$ cat config.mk
export PLATFORM = sky130hd
export DESIGN_NAME = riscv_core_compressor_tree_pipe
export DESIGN_NICKNAME = d
export VERILOG_FILES = /design/src/rtl/riscv_core_compressor_tree_pipe.sv
export SDC_FILE = /design/constraint.sdc
export NUM_CORES = 2
export LEC_CHECK = 0
export CORE_AREA = 2 2 509 511
export DETAILED_ROUTE_END_ITERATION = 16
export DIE_AREA = 0 0 511 513
export HOLD_SLACK_MARGIN = 0.03
export SYNTH_ARGS = -nofsm -noshare
export SYNTH_HDL_FRONTEND = slang
export SYNTH_SLANG_ARGS = --single-unit
$ cat constraint.sdc
create_clock -name i_clk -period 2.1 [get_ports i_clk]
set_clock_uncertainty 0.15 [all_clocks]
set_input_delay 0.42 -clock i_clk [delete_from_list [all_inputs] [get_ports i_clk]]
set_output_delay 0.42 -clock i_clk [all_outputs]
set_load 0.05 [all_outputs]
$ cat src/rtl/riscv_core_compressor_tree_pipe.sv
`default_nettype none
// ============================================================================
// Module   : riscv_core_compressor_tree_pipe
// Brief    : Pipelined multi-operand reduction tree built from word-level 4:2
//            compressors. One register stage follows every tree level. The
//            pipeline has a valid/ready handshake with backpressure, a flush
//            input and a sideband tag.
// Option   : RISCV_CORE_CT_FINAL_ADD_EN adds a carry-propagate add stage after
//            the tree. The sum output then carries the final result and the
//            carry output is driven to zero.
// Revision : 1.0 - initial release
// ============================================================================
module riscv_core_compressor_tree_pipe #(
    parameter int OP_W         = 128,
    parameter int NUM_OPERANDS = 8,
    parameter int TAG_W        = 5
) (
    input  logic                         i_clk,
    input  logic                         i_rst_n,
    input  logic                         i_compressor_tree_valid,
    output logic                         o_compressor_tree_ready,
    input  logic [NUM_OPERANDS*OP_W-1:0] i_compressor_tree_operands,
    input  logic [TAG_W-1:0]             i_compressor_tree_tag,
    input  logic                         i_compressor_tree_flush,
    output logic                         o_compressor_tree_valid,
    input  logic                         i_compressor_tree_ready,
    output logic [OP_W-1:0]              o_compressor_tree_sum,
    output logic [OP_W-1:0]              o_compressor_tree_carry,
    output logic [TAG_W-1:0]             o_compressor_tree_tag
);

    localparam int LEVELS = $clog2(NUM_OPERANDS) - 1;
`ifdef RISCV_CORE_CT_FINAL_ADD_EN
    localparam int NSTG = LEVELS + 1;
`else
    localparam int NSTG = LEVELS;
`endif
    // Every tree stage register packed back to back: stage s starts at word
    // NUM_OPERANDS - (NUM_OPERANDS >> s) and holds NUM_OPERANDS >> (s+1) words.
    localparam int TREE_W   = OP_W * (NUM_OPERANDS - 2);
    localparam int LAST_OFF = OP_W * (NUM_OPERANDS - 4);

    if (!(NUM_OPERANDS == 4 || NUM_OPERANDS == 8 ||
          NUM_OPERANDS == 16 || NUM_OPERANDS == 32)) begin : g_bad_num_operands
        $error("riscv_core_compressor_tree_pipe: NUM_OPERANDS must be 4, 8, 16 or 32");
    end

    // Word-level 4:2 compressor as two cascaded carry-save adders; returns
    // {carry, sum} with the carry already shifted into its weight position.
    function automatic logic [2*OP_W-1:0] f_compress_4to2(
        input logic [OP_W-1:0] a,
        input logic [OP_W-1:0] b,
        input logic [OP_W-1:0] c,
        input logic [OP_W-1:0] d
    );
        logic [OP_W-1:0] s1, c1, s2, c2;
        s1 = a ^ b ^ c;
        c1 = ((a & b) | (a & c) | (b & c)) << 1;
        s2 = s1 ^ c1 ^ d;
        c2 = ((s1 & c1) | (s1 & d) | (c1 & d)) << 1;
        return {c2, s2};
    endfunction

    logic [NSTG-1:0]  valid_q, valid_d;
    logic [NSTG-1:0]  adv, load;
    logic             accept;
    logic [TAG_W-1:0] tag_q [NSTG];
    logic [TAG_W-1:0] tag_d [NSTG];
    wire  [TREE_W-1:0] w_tree_q;
    wire  [OP_W-1:0]   w_tree_sum   = w_tree_q[LAST_OFF +: OP_W];
    wire  [OP_W-1:0]   w_tree_carry = w_tree_q[LAST_OFF + OP_W +: OP_W];

    // Handshake: advance chain runs from the output stage back to the input.
    always_comb begin
        adv  = '0;
        load = '0;
        adv[NSTG-1] = valid_q[NSTG-1] & i_compressor_tree_ready;
        for (int s = NSTG - 2; s >= 0; s--) begin
            adv[s] = valid_q[s] & (~valid_q[s+1] | adv[s+1]);
        end
        o_compressor_tree_ready = ~valid_q[0] | adv[0];
        accept  = i_compressor_tree_valid & o_compressor_tree_ready;
        load[0] = accept;
        for (int s = 1; s < NSTG; s++) begin
            load[s] = adv[s-1];
        end
        for (int s = 0; s < NSTG; s++) begin
            valid_d[s] = i_compressor_tree_flush ? 1'b0
                       : (load[s] | (valid_q[s] & ~adv[s]));
        end
    end

    // Tag pipeline follows the same load enables as the data.
    always_comb begin
        for (int s = 0; s < NSTG; s++) begin
            tag_d[s] = tag_q[s];
        end
        if (load[0]) begin
            tag_d[0] = i_compressor_tree_tag;
        end
        for (int s = 1; s < NSTG; s++) begin
            if (load[s]) begin
                tag_d[s] = tag_q[s-1];
            end
        end
    end

    // Valid and tag registers.
    always_ff @(posedge i_clk or negedge i_rst_n) begin
        if (!i_rst_n) begin
            valid_q <= '0;
            for (int s = 0; s < NSTG; s++) begin
                tag_q[s] <= '0;
            end
        end else begin
            valid_q <= valid_d;
            for (int s = 0; s < NSTG; s++) begin
                tag_q[s] <= tag_d[s];
            end
        end
    end

    for (genvar s = 0; s < LEVELS; s++) begin : g_stage
        localparam int N_IN    = NUM_OPERANDS >> s;
        localparam int W_IN    = OP_W * N_IN;
        localparam int W_OUT   = W_IN / 2;
        localparam int OUT_OFF = OP_W * (NUM_OPERANDS - N_IN);
        localparam int IN_OFF  = OP_W * (NUM_OPERANDS - 2 * N_IN);

        wire  [W_IN-1:0]  w_in;
        wire  [W_OUT-1:0] w_out;
        logic [W_OUT-1:0] data_q, data_d;

        if (s == 0) begin : g_src_ops
            assign w_in = i_compressor_tree_operands;
        end else begin : g_src_prev
            assign w_in = w_tree_q[IN_OFF +: W_IN];
        end

        for (genvar g = 0; g < N_IN / 4; g++) begin : g_grp
            assign w_out[g*2*OP_W +: 2*OP_W] = f_compress_4to2(
                w_in[(4*g+0)*OP_W +: OP_W], w_in[(4*g+1)*OP_W +: OP_W],
                w_in[(4*g+2)*OP_W +: OP_W], w_in[(4*g+3)*OP_W +: OP_W]);
        end

        // Stage data loads only when an entry moves into this stage.
        always_comb begin
            data_d = load[s] ? w_out : data_q;
        end

        // Stage data register.
        always_ff @(posedge i_clk or negedge i_rst_n) begin
            if (!i_rst_n) begin
                data_q <= '0;
            end else begin
                data_q <= data_d;
            end
        end

        assign w_tree_q[OUT_OFF +: W_OUT] = data_q;
    end

`ifdef RISCV_CORE_CT_FINAL_ADD_EN
    logic [OP_W-1:0] fsum_q, fsum_d;

    // Carry-propagate add of the last redundant pair, loaded on advance.
    always_comb begin
        fsum_d = load[NSTG-1] ? (w_tree_sum + w_tree_carry) : fsum_q;
    end

    // Final-sum register.
    always_ff @(posedge i_clk or negedge i_rst_n) begin
        if (!i_rst_n) begin
            fsum_q <= '0;
        end else begin
            fsum_q <= fsum_d;
        end
    end

    assign o_compressor_tree_sum   = fsum_q;
    assign o_compressor_tree_carry = '0;
`else
    assign o_compressor_tree_sum   = w_tree_sum;
    assign o_compressor_tree_carry = w_tree_carry;
`endif

    assign o_compressor_tree_valid = valid_q[NSTG-1];
    assign o_compressor_tree_tag   = tag_q[NSTG-1];

endmodule
`default_nettype wire

Yosys cells after proc, flatten, opt, wreduce, memory -nomap -nowiden

Index checks and enable logic that the tools add are counted.

Bits in registers: 777
Input port bits: 1034
Word-level logic and storage cells: 62

Multiplexer cells: 2
Bitwise logic cells: 55

Operator list:

| operator          | count |
|---|---|
| $and 127x127->127 | 18 |
| $xor 128x128->128 | 12 |
| $or 127x127->127  | 12 |
| $and 1x1->1       | 5 |
| $not 1->1         | 4 |
| $or 1x1->1        | 4 |
| $mux 1            | 2 |

Logic depth before layout (Yosys ltp)

Depth in word-level cells: 7
Mapped depth: 6
Mapped depth without buffers: 5

Worst setup path after synthesis

Ideal clock, no wire load.

Kind: reg2reg
From: register valid_q[1]
To: register g_stage[1].data_q[251]
Setup time: 0.125 ns
Arrival time: 1.757 ns
Data required time: 1.825 ns
Path slack: 0.069 ns
Cell stages (with the launch flop): 6
Buffers on the path: 2
Clock period less this slack: 2.031 ns
Cells stage by stage: dfrtp_1 -> inv_1 -> o21ai_4 -> buf_4 -> buf_4 -> mux2_2

Word-level cells in the longest chain between the ends: 3
Elaborated cells on any way between the ends: 4
Those cells by class: bitwise: 4

RTL lines:

| what                                            | line   | RTL |
|---|---|---|
| start: declaration                              | 64     | `logic [NSTG-1:0] valid_q, valid_d;` |
| start signal: assignment                        | 116    | `valid_q <= valid_d;` |
| $and 1x1->1 / $not 1->1 (equally long branches) | 77, 79 |  |
| $or 1x1->1 *                                    | 79     | `adv[s] = valid_q[s] & (~valid_q[s+1] \| adv[s+1]);` |
| $and 1x1->1 *                                   | 79     |  |
| end signal: assignment                          | 156    | `data_q <= data_d;` |
| end: declaration                                | 132    | `logic [W_OUT-1:0] data_q, data_d;` |

Every way passes the cells marked *; elsewhere a longest branch is shown, timed or not.
A chain may end at the register's enable or synchronous reset.

Worst setup path after layout

From: register g_stage[0].data_q[235]
To: register g_stage[1].data_q[107]

Word-level cells in the longest chain between the ends: 4

RTL lines:

| what                            | line | RTL |
|---|---|---|
| start: declaration              | 132  |  |
| start signal: assignment        | 156  |  |
| $xor 128x128->128 (2 in series) | 57   | `s1 = a ^ b ^ c;` |
| $xor 128x128->128 (2 in series) | 59   | `s2 = s1 ^ c1 ^ d;` |
| named net g_stage[1].w_out[107] | 131  | `wire [W_OUT-1:0] w_out;` |

The timed path passes the listed nets, and every way through them passes these cells.

==> flow_summary_export.csv <==
group,metric,value,unit
status,status,"finished with violations",
status,violations,"setup timing",
floorplanning,die_w,511,um
finish,finish.utilization,0.257,
finish,final_nets,5694,
timing,fmax,459,MHz
critical_path,required,2.54,ns
critical_path,arrival,2.62,ns
worst_hold_path,whs_endpoint,"tag_q[7]",
power_and_ir_drop,ir_worst_vdd,604,uV
place,place_area,62300,um2
clock_network,path_clk_slew,0.06,ns
power_and_ir_drop,powerDensity,1230,nW/um2
detailed_routing,avgViaCountPerCell,3.61,
timing,setup_viol,2,
critical_path,crit_buf_inv,2,
floorplanning,initial_core_util,0.174,
clock_network,numCtsBuffers,93,
floorplanning,rows,186,
floorplanning,dieArea,262000,um2
floorplanning,design.core.area,256000,um2
global_route,grt_pass1_vias,31800,
critical_path,worstReg2RegEnd,"g_stage[1].data_q[107]",
global_route,grt_max_degree,86,
finish,multi_input_area,24100,um2
run,drv_cap,0,
timing,tightest_slew,0.696,ns
critical_path,r2r_slack,-0.08,ns
timing,setup_slack,-0.0794,ns
finish,drive_gt1_frac,0.263,
critical_path,slowest_delay,0.56,ns
finish,layout_common_cells,"clkdlybuf4s50_1 (1032), dfrtp_1 (770), fa_1 (748), mux2_2 (446), buf_4 (335)",
detailed_routing,drtPass1Iterations,5,
global_route,gr-total-overflow,0,
critical_path,r2r-start,"g_stage[0].data_q[235]",
power_and_ir_drop,power_leakage,0.0260,uW
critical_path,ff2ff_path_depth,5,
finish,syn2layout_area_growth,47.3,%
critical_path,worstSetupPathType,"register to register",
timing,hold_slack,0.174,ns
logic_synthesis,syn_avg_cell_area,18.3,um2
worst_hold_path,min_from,"i_compressor_tree_tag[2]",
logic_synthesis,synth_warnings,0,
global_route,antenna_found_initial,67,
finish,finalInstanceArea,65800,um2
worst_hold_path,worstHoldPathCells,2,
timing,drv_slew,0,
critical_path,worst_path_max_delay_cell,"fa_2",
detailed_routing,wirelength,192,mm
worst_hold_path,worstHoldPathType,"input port to register",
detailed_routing,wl_per_cell,26.1,um
clock_network,clock-sinks,776,
logic_synthesis,ys_seq_area_frac,0.435,
global_route,grt_pass1_wl,264,mm
finish,final_common_cell,"clkdlybuf4s50_1",
timing,min_period_over_period,1.04,
detailed_routing,ant_nets,0,
clock_network,cts_max_level,3,
clock_network,cts_tree,"yes",
power_and_ir_drop,power,80800,uW
timing,rsz0062_at_grt,"true",
place,dp_hpwl,168,mm
finish,nFillCells,26100,
timing,hold_viol_final,0,
critical_path,path_cells,"buf_12 -> fa_2 -> buf_12 -> fa_1 -> mux2_2",
critical_path,cp-end-kind,"register",
critical_path,critPathTopFamily,"adder cells",
detailed_routing,num_vias,26600,
clock_network,cts_root_buf,"clkbuf_16",
logic_synthesis,syn-cell-area,44700,um2
detailed_routing,drtIter0Drc,1000,
finish,regArea,19400,um2
critical_path,worstPathMaxFanout,2,
critical_path,crit_top_cell,"buf_12",
floorplanning,die_h,513,um
logic_synthesis,synthDistinctLibCells,23,
logic_synthesis,ys_ff_latch,776,
logic_synthesis,synthCells,2434,
detailed_routing,post-route-drc-count,0,
global_route,grt_usage,0.146,
place,io_buffer_count,1294,
clock_network,clock_path_buffers,3,
timing,max_slew_margin,0.534,
timing,tns,-0.122,ns
place,place.gp.congestion,0.991,
timing,fin_crit,2.18,ns
clock_network,insertion_delay,0.71,ns
floorplanning,num_io_pins,1297,
critical_path,cp-start-kind,"register",
## cell usage after synthesis (all sizes together)
library cell / n / area (um2)
dfrtp: 776 / 19400
ha: 3 / 37.5
a21oi: 2 / 10.0
conb: 1 / 3.75
nand3b: 1 / 7.51
nand3: 4 / 20.0
fa: 758 / 15200
xor2: 3 / 26.3
inv: 11 / 41.3
xnor3: 3 / 67.6
mux2: 768 / 8650
buf: 92 / 1110
mux2i: 2 / 20.0
xnor2: 3 / 26.3
nor2: 1 / 3.75
o21ai: 5 / 36.3
a31oi: 1 / 12.5
## layout make-up
class                           count  area share
Inverter                           11    0.000628
Multi-Input combinational cell   1556       0.367
Clock buffer                      130      0.0412
Clock inverter                     39     0.00818
Antenna cell                       26    0.000989
Timing Repair Buffer             1461       0.222
Tap cell                         3384      0.0644
Sequential cell                   776       0.295
## worst reg2reg max path: cells and delay by family, from the launching register on
| kind | cells | cell delay, ns |
|---|---|---|
| adders and majority gates | 2 | 0.99 |
| DFF | 1 | 0.39 |
| buffers and inverters | 2 | 0.27 |
| muxes | 1 | 0.26 |
## how the worst max path moves through the flow
stage | to | depth (start not counted) | start | slack, ns
global placement | g_stage[0].data_q[351] | 5 | i_compressor_tree_operands[607] | -0.77
floorplan | g_stage[1].data_q[251] | 5 | valid_q[1] | 0.07
CTS | g_stage[1].data_q[107] | 5 | g_stage[0].data_q[235] | -0.11
detailed placement | g_stage[0].data_q[351] | 5 | i_compressor_tree_operands[607] | -0.80
global route | g_stage[1].data_q[107] | 5 | g_stage[0].data_q[235] | -0.13
finish | g_stage[1].data_q[107] | 5 | g_stage[0].data_q[235] | -0.08
## state kept, by name, indices dropped and copies added, names as in the netlist
signal                 count
o_compressor_tree_tag      5
valid_q                    2
g_stage.data_q           764
tag_q                      5
## cells by family (layout without fill, tap and decap cells)
| kind of cell | Yosys count | count (layout) | synth area share |
|---|---|---|---|
| DFF | 776 | 776 | 0.435 |
| muxes | 770 | 770 | 0.194 |
| adders and majority gates | 761 | 761 | 0.341 |
| buffers and inverters | 103 | 1641 | 0.0257 |
| xor gates and xnor gates | 9 | 9 | 0.00269 |
| AOI/OAI and AO/OA | 8 | 8 | 0.00132 |
| and+or+nand+nor | 6 | 6 | 0.000700 |
| other | 1 | 28 | 0.0000840 |
## timing repair
action	CTS	global route
cloned	0	1
hold endpoints to repair	319	0
setup endpoints to repair	22	30
gates resized for setup	22	9
setup buffers	10	1
pin swaps	6	9
hold buffers	4	0
## layer usage
| metal | vias to the layer above | GRT usage | wire, um |
|---|---|---|---|
| met5 | - | 0 | 344 |
| met3 | 251 | 0.0554 | 17300 |
| li1 | 11200 | - | - |
| met1 | 14100 | 0.163 | 71300 |
| met4 | 50 | 0.0433 | 5830 |
| met2 | 1072 | 0.256 | 97600 |
## metrics by stage
| stage | instances | worst slack [ns] |
|---|---|---|
| 4_1_cts | 7357 | -0.106 |
| 3_3_place_gp | 7175 | -0.772 |
| 3_5_place_dp | 7175 | -0.803 |
| 2_1_floorplan | 2435 | 0.0688 |
| 5_1_grt | 7367 | -0.126 |
| 6_report | 7383 | -0.0794 |
## power breakdown
part	internal [uW]	switching (uW)
sequential	20200	4310
combinational	16500	22600
clock	10300	6950
(Power assumes the default switching activity.)
